**src/rtl/char_text_buffer.sv**
```systemverilog
// Character-cell text buffer: 16x16 cells of 7-bit codes feeding a font ROM lookup,
// with a valid/ready write port and a sweep that blanks every cell after reset or on request.
module char_text_buffer #(
  parameter logic [6:0] CLEAR_CODE = 7'h20
) (
  input  logic        pclk,
  input  logic        rst,
  input  logic [7:0]  char_yx,
  input  logic [3:0]  char_line,
  output logic [7:0]  char_pixels,
  output logic [10:0] font_addr,
  input  logic [7:0]  font_data,
  input  logic        wr_valid,
  output logic        wr_ready,
  input  logic [7:0]  wr_yx,
  input  logic [6:0]  wr_code,
  input  logic        clr_req,
  output logic        clr_busy
);

  typedef enum logic {
    ST_CLEAR = 1'b0,
    ST_IDLE  = 1'b1
  } state_t;

  state_t      r_state;
  state_t      w_next_state;
  logic [7:0]  r_clr_ptr;
  logic [6:0]  r_mem [0:255];
  logic [6:0]  r_code_q;
  logic [3:0]  r_line_q;
  logic        w_mem_we;
  logic [7:0]  w_mem_addr;
  logic [6:0]  w_mem_data;

  // Next-state decode and selection of the single memory write port
  always_comb begin
    w_next_state = r_state;
    w_mem_we     = 1'b0;
    w_mem_addr   = 8'h00;
    w_mem_data   = 7'h00;
    case (r_state)
      ST_CLEAR: begin
        w_mem_we   = 1'b1;
        w_mem_addr = r_clr_ptr;
        w_mem_data = CLEAR_CODE;
        if (r_clr_ptr == 8'hFF) begin
          w_next_state = ST_IDLE;
        end else begin
          w_next_state = ST_CLEAR;
        end
      end
      ST_IDLE: begin
        // A write coinciding with clr_req still lands; the sweep begins next cycle.
        if (wr_valid) begin
          w_mem_we   = 1'b1;
          w_mem_addr = wr_yx;
          w_mem_data = wr_code;
        end else begin
          w_mem_we   = 1'b0;
        end
        if (clr_req) begin
          w_next_state = ST_CLEAR;
        end else begin
          w_next_state = ST_IDLE;
        end
      end
      default: begin
        w_next_state = ST_CLEAR;
      end
    endcase
  end

  // State register and clear pointer
  always_ff @(posedge pclk) begin
    if (rst) begin
      r_state   <= ST_CLEAR;
      r_clr_ptr <= 8'h00;
    end else begin
      r_state <= w_next_state;
      if (r_state == ST_CLEAR) begin
        r_clr_ptr <= r_clr_ptr + 8'd1;
      end else if (clr_req) begin
        r_clr_ptr <= 8'h00;
      end else begin
        r_clr_ptr <= r_clr_ptr;
      end
    end
  end

  // Cell storage; no reset, the clear sweep initialises it
  always_ff @(posedge pclk) begin
    if (w_mem_we && !rst) begin
      r_mem[w_mem_addr] <= w_mem_data;
    end
  end

  // Read stage: old contents are sampled, so a same-cycle write is read-first
  always_ff @(posedge pclk) begin
    if (rst) begin
      r_code_q <= 7'h00;
      r_line_q <= 4'h0;
    end else begin
      r_code_q <= r_mem[char_yx];
      r_line_q <= char_line;
    end
  end

  assign font_addr   = {r_code_q, r_line_q};
  assign char_pixels = font_data;
  assign wr_ready    = (r_state == ST_IDLE);
  assign clr_busy    = (r_state == ST_CLEAR);

endmodule

```
**config.mk**
```make
export PLATFORM = sky130hd
export DESIGN_NAME = char_text_buffer
export DESIGN_NICKNAME = d
export VERILOG_FILES = /design/src/rtl/char_text_buffer.sv
export SDC_FILE = /design/constraint.sdc
export NUM_CORES = 2
export LEC_CHECK = 0
export CAP_MARGIN = 20
export CORE_MARGIN = 3
export CORE_UTILIZATION = 38
export DETAILED_ROUTE_END_ITERATION = 8
export PLACE_DENSITY = 0.62
export REMOVE_ABC_BUFFERS = 1
export SETUP_SLACK_MARGIN = 0.15
export SKIP_LAST_GASP = 1
export SYNTH_ARGS = -nofsm -noshare
export SYNTH_HDL_FRONTEND = slang
export SYNTH_SLANG_ARGS = --single-unit
export TNS_END_PERCENT = 10
```
**constraint.sdc**
```tcl
create_clock -name pclk -period 7.6 [get_ports pclk]
set_input_delay 1.52 -clock pclk [delete_from_list [all_inputs] [get_ports pclk]]
set_output_delay 1.52 -clock pclk [all_outputs]
set_load 0.01 [all_outputs]
```
==> impl_metrics.toml <==
[die]
num_rows = 158
die-height_um = 439.7
fp.coreArea_um2 = 186200
die_area_um2 = 193300
ios = 60
start_util_pct = 38.37
die_w_um = 439.7

[pwr]
vdd_ir_drop_max_mv = 0.2323
internal_power_uw = 15830
p_comb_share_pct = 4.0
p_leak_uw = 0.02583
seqPwrFrac_pct = 53.9
p_clk_share_pct = 42.0
switchingPower_uw = 4255
p_sw_share_pct = 21.19
power.density_nw_per_um2 = 251.6

[logic_synthesis]
synth_top_family_by_area = "multiplexers"
synth-simple-area-share_pct = 3.157
netlist_area_um2 = 71460
synth_xor_xnor_area_share_pct = 0
synth_top_flop_cell = "edfxtp_1"
synth_area_per_cell_um2 = 20.21
synth_fa_ha_area_share_pct = 0.01751
synth-async-reset-ratio_pct = 0
syn_inst = 3536
yosysWarnings = 0
ys_seq_area_share_pct = 75.86
synth_cell_type_count = 63
synth_mux_area_share_pct = 14.91
synth-seq-cells = 1812
synth_edf_count = 1792
synth_compound_area_share_pct = 3.656

[worst_setup_path]
crit_path_top_delay_cell = "nor2_4"
worstSetupStartpoint = "char_yx[2]"
worstSetupPathType = "input pin to flip-flop"
path_max_fanout = 29
cp_num_buf_inv = 3
end_kind = "flip-flop"
cp_top_family = "simple AND/OR/NAND/NOR gates"
r2r-start = "wr_ready$_SDFF_PP0_"
path_common_cell = "buf_4"
startpoint_type = "input pin"
slowest_delay_ps = 1160
cp.required_ps = 8260
cp_cell_sequence = "buf_4, buf_4, clkinv_2, nor2_4, a22oi_1, a311oi_1, nand4_1, o22ai_1"
cp_data_arrival_time_ps = 5940

[drt]
route.detailed.drc = 0
met1Wirelength_um = 74330
ant_nets = 0
dr_wl_met2_um = 89170
wl_met3_um = 15820
wl_per_cell_um = 29.71
vias_per_cell = 5.732
detail_route.first_pass.iterations = 7
wirelength_um = 185400
highest_layer = "met4"
dr.first_iter.drc_count = 4660
vias = 35770

[global_routing]
grt_pass1_wl_um = 265800
grt_usage_pct = 19.13
grt_max_degree = 181
overflow = 0
first_global_vias = 35820
antenna_found_initial = 7

[place]
gp_congestion = 0.8381
port_buffers = 43
dpl.hpwl_um = 110400

[timing]
whs_ps = 564.2
finalClockSkew_ps = 45.01
relSlewSlack_pct = 19.91
fin_crit_sh_pct = 69.58
slew_violations = 0
fmax_mhz = 189.1
hold_violations = 0
period_needed_ps = 5288
rsz0062_at_grt = "false"
tightest_slew_ps = 1199
setup_viol = 0
setup_tns_ps = 0

[hold_path]
worstHoldStart = "r_clr_ptr[7]$_SDFFE_PP0P_"
hold_path_class = "flip-flop to flip-flop"

[clock_network]
cts_root_buf = "clkbuf_16"
post_cts_buffers = 0
cts-resized-gates = 0
cts_buffer_depth = 3
cts-htree-levels = 4
cts_inserted_buffers = 179
cts_tree = "yes"
clk_pin_slew_worst_paths_ps = 60
cts_hold_buf = 0
clk_latency_ps = 820
clkSinkCount = 1812

[layout]
final_nets = 3656
syn2layout_area_growth_pct = 11.70
fillers = 15960
drive_above_1_share_pct = 18.01

[outcome]
outcome = "finished clean"

[job]
maxCapViolCount = 0
[Yosys cell counts (44+ instances only)]
library cell	instances	area [um^2]
a22oi_1	44	330.3
o22ai_1	57	356.6
buf_2	46	230.2
mux2i_1	214	2142
o21ai_0	71	355.3
mux4_2	320	7207
nor2_1	293	1100
mux4_1	48	1261
o221ai_1	80	700.7
a21oi_1	55	275.3
nand2_1	88	330.3
clkbuf_1	78	292.8
edfxtp_1	1792	53810
nand3_1	51	255.2
[routing by layer]
metal,GRT usage (%),up-vias
met5,0,-
met4,6.769,0
met3,4.067,288
met2,30.34,1716
met1,26.20,18890
li1,-,14880
[metrics by stage]
stage | cells | cell area, um^2 | power (uW) | util, % | setup slack (ps)
2_1_floorplan | 3313 | 69780 | 11410 | - | 1893
3_3_place_gp | 5911 | 74170 | 11850 | 39.83 | 1489
3_5_place_dp | 5914 | 74240 | 11850 | 39.86 | 1623
4_1_cts | 6237 | 79780 | 20220 | 42.84 | 2479
5_1_grt | 6239 | 79810 | 20670 | 42.86 | 2340
6_report | 6241 | 79820 | 20080 | 42.86 | 2312
[layout make-up]
| cell class | instances | area (um^2) | share of cell area [%] |
|---|---|---|---|
| diodes | 3 | 7.507 | 0.009405 |
| clock buffers | 221 | 4679 | 5.863 |
| clock inverters | 102 | 867.1 | 1.086 |
| inverters | 9 | 37.54 | 0.04703 |
| multi-input cells | 1492 | 15630 | 19.58 |
| flip-flops and latches | 1812 | 54210 | 67.92 |
| well taps | 2480 | 3103 | 3.888 |
| repair buffers | 122 | 1280 | 1.604 |
[power groups by stage]
stage / clock [uW] / sequential, uW / combinational (uW)
after floorplan: 0 / 11000 / 368
after global placement: 0 / 11000 / 804
after detailed placement: 0 / 11000 / 804
after CTS: 8570 / 10800 / 807
after global routing: 9000 / 10800 / 839
final: 8440 / 10800 / 805
[cells in the final DEF (no fill, tap or decap), types with 7 or more instances in the layout]
cell type,n
dfxtp_1,20
nor2_1,290
clkbuf_1,40
o211ai_1,7
o31ai_1,8
inv_6,7
nand2_1,87
bufinv_16,9
a22oi_1,44
nor2b_1,7
clkinv_1,43
mux2i_1,214
and2_1,10
a211oi_1,8
buf_4,62
nor3_1,26
clkdlybuf4s50_1,39
nand4_1,11
a31oi_1,10
o221ai_1,80
mux4_1,48
clkinv_2,29
buf_12,15
clkbuf_16,181
o21ai_0,71
inv_1,7
edfxtp_1,1792
nand3_1,51
o22ai_1,57
mux4_2,320
a21oi_1,55
[tightest hold or removal path: stages, from the launching register on]
cell and delay, ps:
dfxtp_1 360, nand3_1 90, a21oi_1 60
[path summary, 6_finish.rpt]
kind | endpoint | slack, ps | depth (start not counted)
worst max-delay path | r_code_q[4]$_SDFF_PP0_ | 2310 | 8
worst min-delay path | wr_ready$_SDFF_PP0_ | 560 | 2
worst min register to register | wr_ready$_SDFF_PP0_ | 560 | 2
worst max register to register | r_mem[152][3]$_DFFE_PP_ | 3820 | 6
[logic make-up after synthesis]
group,after synthesis
flops,1812
mux,586
simple gates,526
compound gates,379
buf+inv,232
fa+ha+maj,1
[registers in the layout, indices dropped and copies added, names as in the netlist]
register and count:
r_code_q 7, wr_ready 1, r_line_q 4, r_mem 1792
r_clr_ptr 8
Power figures use the tool's default switching activity.
